File: src/rtl/digest_serializer.sv
// digest_serializer: turns one SHA-2 hash state into a byte stream, with an optional multihash header.
// The stream is sent on a W-bit AXIS output over as many beats as needed, with an exact tkeep on the last beat.
`ifndef CODEC_POS
`define CODEC_POS 0
`endif
module digest_serializer #(
  parameter int C_S_AXIS_DATA_WIDTH  = 512,
  parameter int C_M_AXIS_DATA_WIDTH  = 128,
  parameter int C_S_AXIS_TUSER_WIDTH = 128,
  parameter int C_M_AXIS_TUSER_WIDTH = 128,
  parameter bit PREPEND_MULTIHASH    = 1
) (
  input  logic                              axis_aclk,
  input  logic                              axis_resetn,
  input  logic [C_S_AXIS_DATA_WIDTH-1:0]    s_axis_tdata,
  input  logic [C_S_AXIS_TUSER_WIDTH-1:0]   s_axis_tuser,
  input  logic                              s_axis_tvalid,
  input  logic                              s_axis_tlast,
  output logic                              s_axis_tready,
  output logic [C_M_AXIS_DATA_WIDTH-1:0]    m_axis_tdata,
  output logic [C_M_AXIS_DATA_WIDTH/8-1:0]  m_axis_tkeep,
  output logic [C_M_AXIS_TUSER_WIDTH-1:0]   m_axis_tuser,
  output logic                              m_axis_tvalid,
  input  logic                              m_axis_tready,
  output logic                              m_axis_tlast,
  output logic                              codec_err
);
  localparam int W  = C_M_AXIS_DATA_WIDTH;
  localparam int B  = W / 8;
  localparam int LB = $clog2(B);
  localparam int SW = 536;
  typedef enum logic {IDLE, SEND} state_t;
  state_t r_state, w_next;
  logic [SW-1:0] r_buf, w_buf;
  logic [6:0] r_n, r_cnt, w_n, w_len, w_d;
  logic [7:0] w_sum;
  logic [B-1:0] r_keep, w_keep;
  logic [C_M_AXIS_TUSER_WIDTH-1:0] r_user;
  logic r_err, w_ok, w_wide, w_acc, w_last, w_unused;
  logic [15:0] w_field, w_codec;
  logic [1:0] w_hl;
  logic [23:0] w_hdr;
  logic [511:0] w_dg64, w_mask;
  logic [255:0] w_dg32;
  assign w_unused = s_axis_tlast;
  assign w_field = s_axis_tuser[`CODEC_POS +: 16];
  assign w_codec = w_field[7:0] >= 8'h80 ? {w_field[7:0], w_field[15:8]} : w_field;
  // SHA2-224 is recognised both as its numeric codec and as its varint wire bytes 0x93 0x20 after the swap
  always_comb begin
    w_ok = 1'b1;
    w_wide = 1'b1;
    w_d = 7'd64;
    w_hl = 2'd2;
    w_hdr = 24'h004013;
    if (w_codec == 16'h1013 || w_codec == 16'h9320) begin
      w_wide = 1'b0;
      w_d = 7'd28;
      w_hl = 2'd3;
      w_hdr = 24'h1C2093;
    end else if (w_codec == 16'h0012) begin
      w_wide = 1'b0;
      w_d = 7'd32;
      w_hdr = 24'h002012;
    end else if (w_codec == 16'h0020) begin
      w_d = 7'd48;
      w_hdr = 24'h003020;
    end else if (w_codec != 16'h0013) w_ok = 1'b0;
    if (!PREPEND_MULTIHASH) begin
      w_hl = 2'd0;
      w_hdr = 24'h0;
    end
  end
  always_comb begin
    w_dg64 = '0;
    w_dg32 = '0;
    for (int j = 0; j < 64; j++) w_dg64[8*j +: 8] = s_axis_tdata[64*(j/8) + 56 - 8*(j%8) +: 8];
    for (int j = 0; j < 32; j++) w_dg32[8*j +: 8] = s_axis_tdata[64*(j/4) + 56 - 8*(j%4) +: 8];
  end
  assign w_mask = ~({512{1'b1}} << {w_d, 3'b0});
  assign w_buf  = ({24'b0, (w_wide ? w_dg64 : {256'b0, w_dg32}) & w_mask} << {w_hl, 3'b0}) | {512'b0, w_hdr};
  assign w_len  = w_d + 7'(w_hl);
  assign w_sum  = {1'b0, w_len} + 8'(B - 1);
  assign w_n    = 7'(w_sum >> LB);
  assign w_keep = w_len[LB-1:0] == '0 ? '1 : ~({B{1'b1}} << w_len[LB-1:0]);
  assign w_acc  = r_state == IDLE && s_axis_tvalid;
  assign w_last = r_cnt == r_n - 7'd1;
  always_comb begin
    w_next = r_state;
    w_next = r_state == IDLE ? (w_acc && w_ok ? SEND : IDLE) : (m_axis_tready && w_last ? IDLE : SEND);
  end
  always_ff @(posedge axis_aclk or negedge axis_resetn) begin
    if (!axis_resetn) begin
      r_state <= IDLE;
      r_buf <= '0;
      r_n <= '0;
      r_cnt <= '0;
      r_keep <= '0;
      r_user <= '0;
      r_err <= 1'b0;
    end else begin
      r_state <= w_next;
      r_err <= w_acc && !w_ok;
      if (w_acc && w_ok) begin
        r_buf <= w_buf;
        r_n <= w_n;
        r_keep <= w_keep;
        r_user <= s_axis_tuser;
        r_cnt <= '0;
      end else if (r_state == SEND && m_axis_tready) begin
        r_buf <= r_buf >> W;
        r_cnt <= r_cnt + 7'd1;
      end
    end
  end
  assign s_axis_tready = r_state == IDLE;
  assign m_axis_tvalid = r_state == SEND;
  assign m_axis_tlast  = m_axis_tvalid && w_last;
  assign m_axis_tkeep  = !m_axis_tvalid ? '0 : w_last ? r_keep : '1;
  assign m_axis_tdata  = m_axis_tvalid ? r_buf[W-1:0] : '0;
  assign m_axis_tuser  = r_user;
  assign codec_err     = r_err;
endmodule

File: config.mk
export PLATFORM = sky130hd
export DESIGN_NAME = digest_serializer
export DESIGN_NICKNAME = d
export VERILOG_FILES = /design/src/rtl/digest_serializer.sv
export SDC_FILE = /design/constraint.sdc
export NUM_CORES = 2
export LEC_CHECK = 0
export CAP_MARGIN = 20
export CORE_AREA = 3 3 354 356
export CTS_CLUSTER_DIAMETER = 150
export DETAILED_ROUTE_END_ITERATION = 16
export DIE_AREA = 0 0 357 359
export GPL_ROUTABILITY_DRIVEN = 0
export GPL_TIMING_DRIVEN = 0
export PLACE_DENSITY = 0.58
export SETUP_SLACK_MARGIN = 0.4
export SYNTH_ARGS = -nofsm -noshare
export SYNTH_HDL_FRONTEND = slang
export SYNTH_SLANG_ARGS = --single-unit
File: constraint.sdc
create_clock -name axis_aclk -period 2.4 [get_ports axis_aclk]
set_input_delay 0.36 -clock axis_aclk [delete_from_list [all_inputs] [get_ports axis_aclk]]
set_output_delay 0.36 -clock axis_aclk [all_outputs]
set_load 0.05 [all_outputs]
==> metrics.cfg <==
[logic_synthesis]
synth-edff-count = 0
synthDistinctLibCells = 68
netlist_instances = 3539
yosysSeqAreaShare = 0.495
synth_ff_type = dfrtp_1
ys_seq_elements = 679
synthesis.area_um2 = 34300
synth.avg_cell_area_um2 = 9.70
synth_nets = 4189
yosys_warnings = 0
synthArstFlopShare = 1.00

[placed_design]
dp_hpwl_um = 162000
io_buffers = 918

[cells_and_area]
final_cell_mix = 758 x clkdlybuf4s50_1, 696 x nand2_1, 678 x dfrtp_1, 178 x nor2_1, 174 x a21oi_1
synthToLayoutAreaGrowth_pct = 50.4
fill_cells = 12000
drive_above_1_share = 0.189
fin_nets = 5329
final_common_cell = clkdlybuf4s50_1

[power]
power_density_nw_per_um2 = 538
p_clk_frac = 0.446
p_int_uw = 20700
power_frac_seq = 0.446
peakVddDrop_v = 0.000500
switching_share = 0.255
switching_power_uw = 7090
p_leak_uw = 0.0233
pwr-share-comb = 0.109
p_total_uw = 27800

[sta]
finalSetupViolCount = 535
drv_slew = 0
finClkSkew_ns = 0.0165
timing.fmax_mhz = 323
worst_pin_slew_ns = 1.04
hold_viol = 80
slew_headroom = 0.307
holdWs_ns = -0.310
setup-tns-final_ns = -66.62
period_share = 1.29
layout_setup_ws_ns = -0.695
rsz0062_at_grt = true
min_period_ns = 3.09

[die]
rows = 128
die_x_um = 357
die_h_um = 359
coreArea_um2 = 122000
ios = 921
dieArea_um2 = 128000
start_util = 0.281

[drt]
dr.pass1.iters = 6
via_per_inst = 5.52
drt_wl_total_um = 202000
drtAntennaViolNets = 0
drt_iter0_drc = 3665
route.detailed.drc = 0
vias = 35400
avgRoutedWirePerCell_um = 31.5

[run_status]
violations = hold timing, setup timing
status = complete, but fails checks

[setup_path]
cp.arrival_ns = 2.73
critPathKind = reg2out
cp.required_ns = 2.04
crit_fanout = 6
slowest_stage = or4_1
path_delay_family = simple AND/OR/NAND/NOR gates
slowest_delay_ns = 0.39
crit_buf_inv = 4
startpoint_type = flop
end_kind = output pin
worstPathCellList = inv_2 > ha_4 > nor3b_4 > or4_1 > nand2_1 > nand4_1 > nor2_2 > nor2_4 > clkbuf_16 > buf_6 > buf_8

[global_route]
antenna_found_initial = 87
grt_max_degree = 114
grt_first_pass_wirelength_um = 273000
grt_overflow_total = 0
grt_usage = 0.302
grt_pass1_vias = 34900

[clocking]
clockBufferDepth = 3
h-tree-depth = 3
cts.clk_slew.worst_paths_ns = 0.06
cts_hold_buffers = 1
clock_latency_ns = 0.66
cts.sinks = 679
cts_tree = done
cts_buffers = 81
root_buffer = clkbuf_16

[flow_run]
max-cap-violations = 0

[hold_path]
hold_path_class = in2async

routing by layer:
layer,routed length [µm],global-route usage
met5,300,0
met4,12100,0.163
met3,20600,0.0950
met2,92100,0.476
met1,77200,0.365
Yosys cell counts (4+ instances only):
cell type  count  area [µm²]
a21oi_1      176         881
inv_1          7        26.3
nor4_1         4        25.0
nand3_1       27         135
dfrtp_1      679       17000
a22o_1       120        1050
mux2_2        61         687
a211oi_1      55         413
nand2_1      710        2670
o32a_1         7        70.1
o22a_1        65         569
buf_4         22         165
a31o_2         7        61.3
o31ai_1       50         375
a21o_1        32         240
o31a_1         4        35.0
or3_1          4        25.0
nor3_1         8        40.0
o2bb2ai_1    158        1380
and3_1        39         244
o21ai_0      115         576
clkbuf_1     192         721
a31oi_1       63         394
o22ai_1       57         357
and2_1       146         913
a2bb2oi_2     61         916
a22oi_1       85         638
mux2i_1       84         841
xor2_1         6        52.6
a2bb2oi_1     76         666
nand4_1       53         332
nor2_1       183         687
buf_1         18        67.6
ha_1           5        62.6
buf_2        113         566
flip-flops by register name, summed over array words and instances (netlist names):
register,cells
r_buf,536
m_axis_tvalid,1
r_cnt,7
r_n,4
r_keep,2
m_axis_tuser,128
codec_err,1
cell families after synthesis:
| kind of cell | share of synthesized area |
|---|---|
| buffers and inverters | 0.0464 |
| flip-flops | 0.495 |
| XOR/XNOR | 0.00230 |
| adder cells (fa/ha/maj) | 0.00182 |
| multiplexers | 0.0445 |
| AO/OA/AOI/OAI | 0.254 |
| AND/OR/NAND/NOR | 0.156 |
power by group through the flow:
stage	sequential, µW	clock [µW]	combinational, µW
2_1_floorplan	12400	0	844
3_3_place_gp	12600	0	2790
3_5_place_dp	12500	0	2910
4_1_cts	12300	12600	2960
5_1_grt	12400	13000	3150
6_report	12400	12400	3020
through the flow:
| step | cells | setup slack [ns] | area [µm²] | hold WS [ns] | utilization |
|---|---|---|---|---|---|
| floorplan | 3539 | -0.383 | 34600 | 0.0644 | - |
| global placement | 6082 | -34.57 | 45800 | 0.450 | 0.376 |
| detailed placement | 6096 | -2.12 | 46200 | 0.408 | 0.378 |
| CTS | 6319 | -0.777 | 50300 | -0.292 | 0.412 |
| global route | 6385 | -0.809 | 51600 | -0.255 | 0.423 |
| finish | 6414 | -0.695 | 51600 | -0.310 | 0.423 |
cell type report:
cell class / count / area, µm² / share of cell area
antenna: 49 / 123 / 0.00237
buffer: 349 / 2510 / 0.0486
clock buffer: 123 / 2450 / 0.0474
clock inverter: 21 / 151 / 0.00293
inverter: 9 / 41.3 / 0.000800
multi-input combinational: 2502 / 16300 / 0.316
sequential: 679 / 17000 / 0.329
tap: 1625 / 2030 / 0.0394
timing repair buffer: 1057 / 11000 / 0.214
path summary, 6_finish.rpt:
check	from	end	slack [ns]	cells past startpoint
min in group axis_aclk	s_axis_tuser[5]	m_axis_tuser[5]	0.04	3
hold / removal	axis_resetn	r_buf[49]	-0.31	1
max in group asynchronous	axis_resetn	m_axis_tvalid	0.62	4
setup / recovery	r_n[0]	m_axis_tkeep[8]	-0.69	11
setup reg to reg	m_axis_tvalid	r_buf[296]	-0.20	5
hold reg to reg	m_axis_tuser[127]	m_axis_tuser[127]	0.46	2
what timing repair did:
action,in CTS,in global routing
gates resized for setup,1056,398
buffers inserted,68,36
setup endpoints to repair,955,992
hold endpoints to repair,82,80
pin swaps,54,28
cloned,10,10
No activity file was read; power rests on OpenSTA's default activity.
